## src/rtl/sdram_cmd_arbiter_pkg.sv

```systemverilog
// SDRAM command encodings {cs_n,ras_n,cas_n,we_n} and arbiter state codes shared
// by the command arbiter and its helpers.
package sdram_cmd_arbiter_pkg;

  localparam logic [3:0] CMD_MRS  = 4'b0000;
  localparam logic [3:0] CMD_AREF = 4'b0001;
  localparam logic [3:0] CMD_PRE  = 4'b0010;
  localparam logic [3:0] CMD_ACT  = 4'b0011;
  localparam logic [3:0] CMD_WR   = 4'b0100;
  localparam logic [3:0] CMD_RD   = 4'b0101;
  localparam logic [3:0] CMD_NOP  = 4'b0111;

  typedef enum logic [4:0] {
    ST_IDLE  = 5'b00001,
    ST_ARBIT = 5'b00010,
    ST_AREF  = 5'b00100,
    ST_WRITE = 5'b01000,
    ST_READ  = 5'b10000
  } state_t;

  typedef enum logic {
    GNT_READ  = 1'b0,
    GNT_WRITE = 1'b1
  } chan_t;

endpackage

```

## src/rtl/sdram_cmd_arbiter_watchdog.sv

```systemverilog
// Refresh-latency watchdog: counts cycles a refresh request waits unserved and
// raises a sticky late flag once the wait reaches REF_TIMEOUT.
module sdram_ref_watchdog #(
  parameter int REF_TIMEOUT = 300,
  parameter int TO_W        = 9
) (
  input  logic i_clk,
  input  logic i_rst_n,
  input  logic i_pending,
  output logic o_late
);

  localparam logic [TO_W-1:0] LP_LIMIT = TO_W'(REF_TIMEOUT);

  logic [TO_W-1:0] r_cnt;
  logic [TO_W-1:0] w_cnt_nxt;
  logic            r_late;

  // Any cycle without a pending refresh restarts the wait from zero.
  always_comb begin
    w_cnt_nxt = '0;
    if (i_pending) begin
      w_cnt_nxt = (r_cnt == LP_LIMIT) ? r_cnt : r_cnt + TO_W'(1);
    end
  end

  always_ff @(posedge i_clk or negedge i_rst_n) begin
    if (!i_rst_n) begin
      r_cnt  <= '0;
      r_late <= 1'b0;
    end else begin
      r_cnt <= w_cnt_nxt;
      if (w_cnt_nxt == LP_LIMIT) begin
        r_late <= 1'b1;
      end
    end
  end

  assign o_late = r_late;

endmodule

```

## src/rtl/sdram_cmd_arbiter.sv

```systemverilog
// Single-bus SDRAM command arbiter: init, refresh, write and read engines share
// the pins; refresh wins, write/read alternate on contention.
module sdram_cmd_arbiter
  import sdram_cmd_arbiter_pkg::*;
#(
  parameter int ADDR_W      = 13,
  parameter int BA_W        = 2,
  parameter int DQ_W        = 16,
  parameter int REF_TIMEOUT = 300,
  parameter int TO_W        = 9
) (
  input  logic              sclk,
  input  logic              snrst,
  input  logic              init_done,
  input  logic [3:0]        init_cmd,
  input  logic [ADDR_W-1:0] init_addr,
  input  logic              aref_req,
  output logic              aref_en,
  input  logic              aref_done,
  input  logic [3:0]        aref_cmd,
  input  logic [ADDR_W-1:0] aref_addr,
  input  logic              wr_req,
  output logic              wr_en,
  output logic              wr_break,
  input  logic              wr_done,
  input  logic [3:0]        wr_cmd,
  input  logic [ADDR_W-1:0] wr_addr,
  input  logic [BA_W-1:0]   wr_ba,
  input  logic [DQ_W-1:0]   wr_dq,
  input  logic              wr_dq_oe,
  input  logic              rd_req,
  output logic              rd_en,
  output logic              rd_break,
  input  logic              rd_done,
  input  logic [3:0]        rd_cmd,
  input  logic [ADDR_W-1:0] rd_addr,
  input  logic [BA_W-1:0]   rd_ba,
  output logic              cs_n,
  output logic              ras_n,
  output logic              cas_n,
  output logic              we_n,
  output logic [ADDR_W-1:0] addr,
  output logic [BA_W-1:0]   ba,
  output logic [DQ_W-1:0]   dq_out,
  output logic              dq_oe,
  output logic              ref_late
);

  state_t r_state, w_state_nxt;
  chan_t  r_last_grant;
  logic   w_aref_gnt, w_wr_gnt, w_rd_gnt;
  logic   r_aref_en, r_wr_en, r_rd_en, r_wr_break, r_rd_break;
  logic [3:0]        w_cmd;
  logic [ADDR_W-1:0] w_addr;
  logic [BA_W-1:0]   w_ba;

  always_comb begin
    w_state_nxt = r_state;
    w_aref_gnt  = 1'b0;
    w_wr_gnt    = 1'b0;
    w_rd_gnt    = 1'b0;
    case (r_state)
      ST_IDLE:  if (init_done) w_state_nxt = ST_ARBIT;
      // Refresh first; on a write/read tie the channel not served last wins.
      ST_ARBIT: begin
        if (aref_req) begin
          w_state_nxt = ST_AREF;
          w_aref_gnt  = 1'b1;
        end else if (wr_req && (!rd_req || r_last_grant == GNT_READ)) begin
          w_state_nxt = ST_WRITE;
          w_wr_gnt    = 1'b1;
        end else if (rd_req) begin
          w_state_nxt = ST_READ;
          w_rd_gnt    = 1'b1;
        end
      end
      ST_AREF:  if (aref_done) w_state_nxt = ST_ARBIT;
      ST_WRITE: if (wr_done) w_state_nxt = ST_ARBIT;
      ST_READ:  if (rd_done) w_state_nxt = ST_ARBIT;
      default:  w_state_nxt = ST_IDLE;
    endcase
  end

  always_ff @(posedge sclk or negedge snrst) begin
    if (!snrst) begin
      r_state      <= ST_IDLE;
      r_last_grant <= GNT_READ;
      r_aref_en    <= 1'b0;
      r_wr_en      <= 1'b0;
      r_rd_en      <= 1'b0;
      r_wr_break   <= 1'b0;
      r_rd_break   <= 1'b0;
    end else begin
      r_state   <= w_state_nxt;
      r_aref_en <= w_aref_gnt;
      r_wr_en   <= w_wr_gnt;
      r_rd_en   <= w_rd_gnt;
      if (w_wr_gnt) begin
        r_last_grant <= GNT_WRITE;
      end else if (w_rd_gnt) begin
        r_last_grant <= GNT_READ;
      end
      // Break latches on a refresh request and drops as the burst owner leaves.
      r_wr_break <= (w_state_nxt == ST_WRITE) && (r_wr_break || aref_req);
      r_rd_break <= (w_state_nxt == ST_READ)  && (r_rd_break || aref_req);
    end
  end

  always_comb begin
    w_cmd  = CMD_NOP;
    w_addr = '0;
    w_ba   = '0;
    case (r_state)
      ST_IDLE:  begin w_cmd = init_cmd; w_addr = init_addr; end
      ST_AREF:  begin w_cmd = aref_cmd; w_addr = aref_addr; end
      ST_WRITE: begin w_cmd = wr_cmd;   w_addr = wr_addr;   w_ba = wr_ba; end
      ST_READ:  begin w_cmd = rd_cmd;   w_addr = rd_addr;   w_ba = rd_ba; end
      default:  ;
    endcase
  end

  sdram_ref_watchdog #(
    .REF_TIMEOUT (REF_TIMEOUT),
    .TO_W        (TO_W)
  ) u_watchdog (
    .i_clk     (sclk),
    .i_rst_n   (snrst),
    .i_pending (aref_req && (r_state != ST_AREF)),
    .o_late    (ref_late)
  );

  assign {cs_n, ras_n, cas_n, we_n} = w_cmd;
  assign addr     = w_addr;
  assign ba       = w_ba;
  assign dq_out   = wr_dq;
  assign dq_oe    = (r_state == ST_WRITE) && wr_dq_oe;
  assign aref_en  = r_aref_en;
  assign wr_en    = r_wr_en;
  assign rd_en    = r_rd_en;
  assign wr_break = r_wr_break;
  assign rd_break = r_rd_break;

endmodule

```

## config.mk

```make
export PLATFORM = sky130hd
export DESIGN_NAME = sdram_cmd_arbiter
export DESIGN_NICKNAME = d
export VERILOG_FILES = /design/src/rtl/sdram_cmd_arbiter_pkg.sv /design/src/rtl/sdram_cmd_arbiter_watchdog.sv /design/src/rtl/sdram_cmd_arbiter.sv
export SDC_FILE = /design/constraint.sdc
export NUM_CORES = 1
export LEC_CHECK = 0
export ABC_CLOCK_PERIOD_IN_PS = 1890
export CAP_MARGIN = 20
export CORE_AREA = 2 2 70 89
export CTS_CLUSTER_DIAMETER = 60
export CTS_CLUSTER_SIZE = 28
export DETAILED_ROUTE_END_ITERATION = 8
export DIE_AREA = 0 0 72 91
export PLACE_DENSITY = 0.8
export SLEW_MARGIN = 0
export SYNTH_ARGS = -nofsm -noshare
export SYNTH_HDL_FRONTEND = slang
export SYNTH_SLANG_ARGS = --single-unit
export TNS_END_PERCENT = 1
```

## constraint.sdc

```tcl
create_clock -name sclk -period 1.89 [get_ports sclk]
set_clock_uncertainty 0.1 [all_clocks]
set_input_delay 0.378 -clock sclk [delete_from_list [all_inputs] [get_ports sclk]]
set_output_delay 0.378 -clock sclk [all_outputs]
set_load 0.01 [all_outputs]
```

==> impl_metrics.tcl, run 1 <==
set metrics [dict create \
    num-nets-final 390 \
    setup-violations-final 21 \
    p_leak_uw 0.001206 \
    post-route-util 0.4929 \
    synth_edf_count 0 \
    fin_crit_sh 1.250 \
    irDropWorstVdd_mv 0.4646 \
    critPathTopFamily "simple AND/OR/NAND/NOR gates" \
    crit_buf_inv 2 \
    slew-limit-headroom 0.7305 \
    synth-seq-cells 21 \
    drtPass1Iterations 4 \
    numClockSinks 21 \
    slew_violations 0 \
    drive_gt1_frac 0.2318 \
    crit_chain "buf_6 > and4bb_4 > or4_4 > nand3_1 > buf_2" \
    synth.avg_cell_area_um2 9.366 \
    clock-root-buffer "clkbuf_8" \
    htreeDepth 1 \
    hpwl_mm 4.451 \
    crit_path_start_kind "register" \
    fillers 506 \
    hold_path.class "primary input to asynchronous set/reset pin" \
    holdBufCountCts 0 \
    violations "negative setup slack" \
    routedWlPerCell_um 15.10 \
    status "complete, but fails checks" \
    grt_max_degree 22 \
    clockBufferDepth 2 \
    num_rows 31 \
    clkLatencyLatePin_ns 0.27 \
    path_max_fanout 7 \
    die_y_um 91 \
    fp.coreArea_mm2 0.005702 \
    cap_violations 0 \
    vias 1833 \
    synth_ff_type "dfrtp_1" \
    postSynthCellCount 173 \
    synth-async-reset-ratio 1.000 \
    min_period_ns 2.362 \
    io_pins 140 \
    end_kind "output port" \
    rsz0062_at_grt "yes" \
    syn_area_mm2 0.001620 \
    arrival_ns 1.88 \
    crit_slowest_cell "dfstp_2" \
    n_antenna_cell 0 \
    criticalPathCategory "register to output port" \
    synth.distinct_cells 47 \
    yosysWarnings 0 \
    cts_tree "built" \
    max_stage_delay_ns 0.55 \
    start_util 0.2842 \
    areaGrowthSynthToFinish_pct 73.44 \
    die_w_um 72 \
    worst_hold_slack_ns 0.3536 \
    cp.required_ns 1.41 \
    setup_tns_ns -8.943 \
    grt_pass1_vias 1911 \
    setup_slack_ns -0.4716 \
    drc 0 \
    cts_buffers 3 \
    hold_viol 0 \
    grt_antenna_before_repair 0 \
    ant_nets 0 \
    synth_nets 273 \
    io_buffers 107 \
    gp_congestion 0.7826 \
    grt.overflow.total 0 \
    power.density_mw_per_mm2 757.1 \
    grt_pass1_wl_mm 8.590 \
    viasPerCell 5.163 \
    max_freq_mhz 423.4 \
    final_cell_mix "87 x clkdlybuf4s50_1, 24 x buf_4, 20 x dfrtp_1, 19 x buf_2, 16 x a22o_1" \
    mostFrequentLayoutCell "clkdlybuf4s50_1" \
    dieArea_mm2 0.006552 \
    gr-usage-all-layers 0.1634 \
    path_clk_slew_ns 0.08 \
    routed_wirelength_mm 5.359 \
    worst_slew_pin_slew_ns 0.4009 \
    drtIter0Drc 75 \
    ys_seq_area_frac 0.3251 \
]
==> state kept, by name, summed over array words and instances, names as in the netlist <==
signal,count
u_watchdog.r_cnt,9
r_state,5
aref_en,1
r_last_grant,1
rd_break,1
rd_en,1
u_watchdog.o_late,1
wr_break,1
wr_en,1
==> repair_timing <==
action	in CTS	in global routing
resized for setup	89	2
pin swaps	16	2
setup endpoints to repair	21	22
buffers inserted	4	0
endpoints found under the hold margin	0	0
==> area by class of cell <==
class	instances	area, um^2	share of cell area
sequential	21	526.8	0.1874
inverter	7	26.28	0.009350
clock buffer	3	41.29	0.01469
timing repair buffer	136	1222	0.4350
tap	66	82.58	0.02939
multi-input combinational	121	905.9	0.3224
clock inverter	1	5.005	0.001781
==> cell families (layout without fill, tap and decap cells) <==
| family | Yosys count | after routing | synth area share |
|---|---|---|---|
| AOI/OAI and AO/OA | 64 | 64 | 0.3181 |
| and+or+nand+nor | 51 | 51 | 0.1938 |
| buffers and inverters | 31 | 147 | 0.1251 |
| DFF | 21 | 21 | 0.3251 |
| xor gates and xnor gates | 3 | 3 | 0.01622 |
| adders and majority gates | 2 | 2 | 0.01544 |
| muxes | 1 | 1 | 0.006178 |
==> report_power, final <==
group          leakage (uW)  total, uW  switching [uW]  internal (uW)
combinational      0.000897       1280             573            704
clock             0.0000255        305             157            147
sequential         0.000284        546            39.7            507
total               0.00121       2130             770           1360
==> final timing paths <==
path,startpoint,end,slack [ns],cells after the start
worst min-delay path,snrst,u_watchdog.r_cnt[2],0.35,2
worst max-delay path,r_state[0],ras_n,-0.47,5
worst max register to register,r_state[0],u_watchdog.o_late,-0.08,7
max in group asynchronous,snrst,r_state[0],1.06,2
worst min register to register,u_watchdog.o_late,u_watchdog.o_late,0.37,1
min in group sclk,u_watchdog.o_late,u_watchdog.o_late,0.37,1
==> metal layers <==
metal,up-vias,share of wire,track usage
li1,887,-,-
met1,857,0.36,0.1633
met2,77,0.54,0.3110
met3,12,0.069,0.04440
met4,0,0.028,0.06132
met5,-,0,0
==> cells in the mapped netlist, drive strengths merged, types with 6 or more instances <==
master,count,area share
a221o,14,0.086
nand3,7,0.022
nor3,6,0.029
a22oi,8,0.037
inv,7,0.016
nor2,11,0.030
a22o,16,0.086
o21ai,8,0.032
dfrtp,20,0.31
nand2,6,0.014
a21oi,8,0.027
buf,23,0.11
==> per-stage QoR <==
stage               instances  setup slack (ns)  power [uW]  area [um^2]
CTS                       355           -0.5255        2131         2798
global placement          348           -0.6997        1933         2793
global route              355           -0.5613        2263         2810
detailed placement        348           -0.7446        1950         2793
floorplan                 173           -0.1759        1203         1620
finish                    355           -0.4716        2128         2810
Note: power is estimated with default switching activity, not from simulation.
==> inputs of run 2 (changes only) <==
Settings changed: CTS_CLUSTER_SIZE 28 to 40.
==> results of run 2 <==
Same layout as run 1: the final DEF is identical, and so are final timing and power.
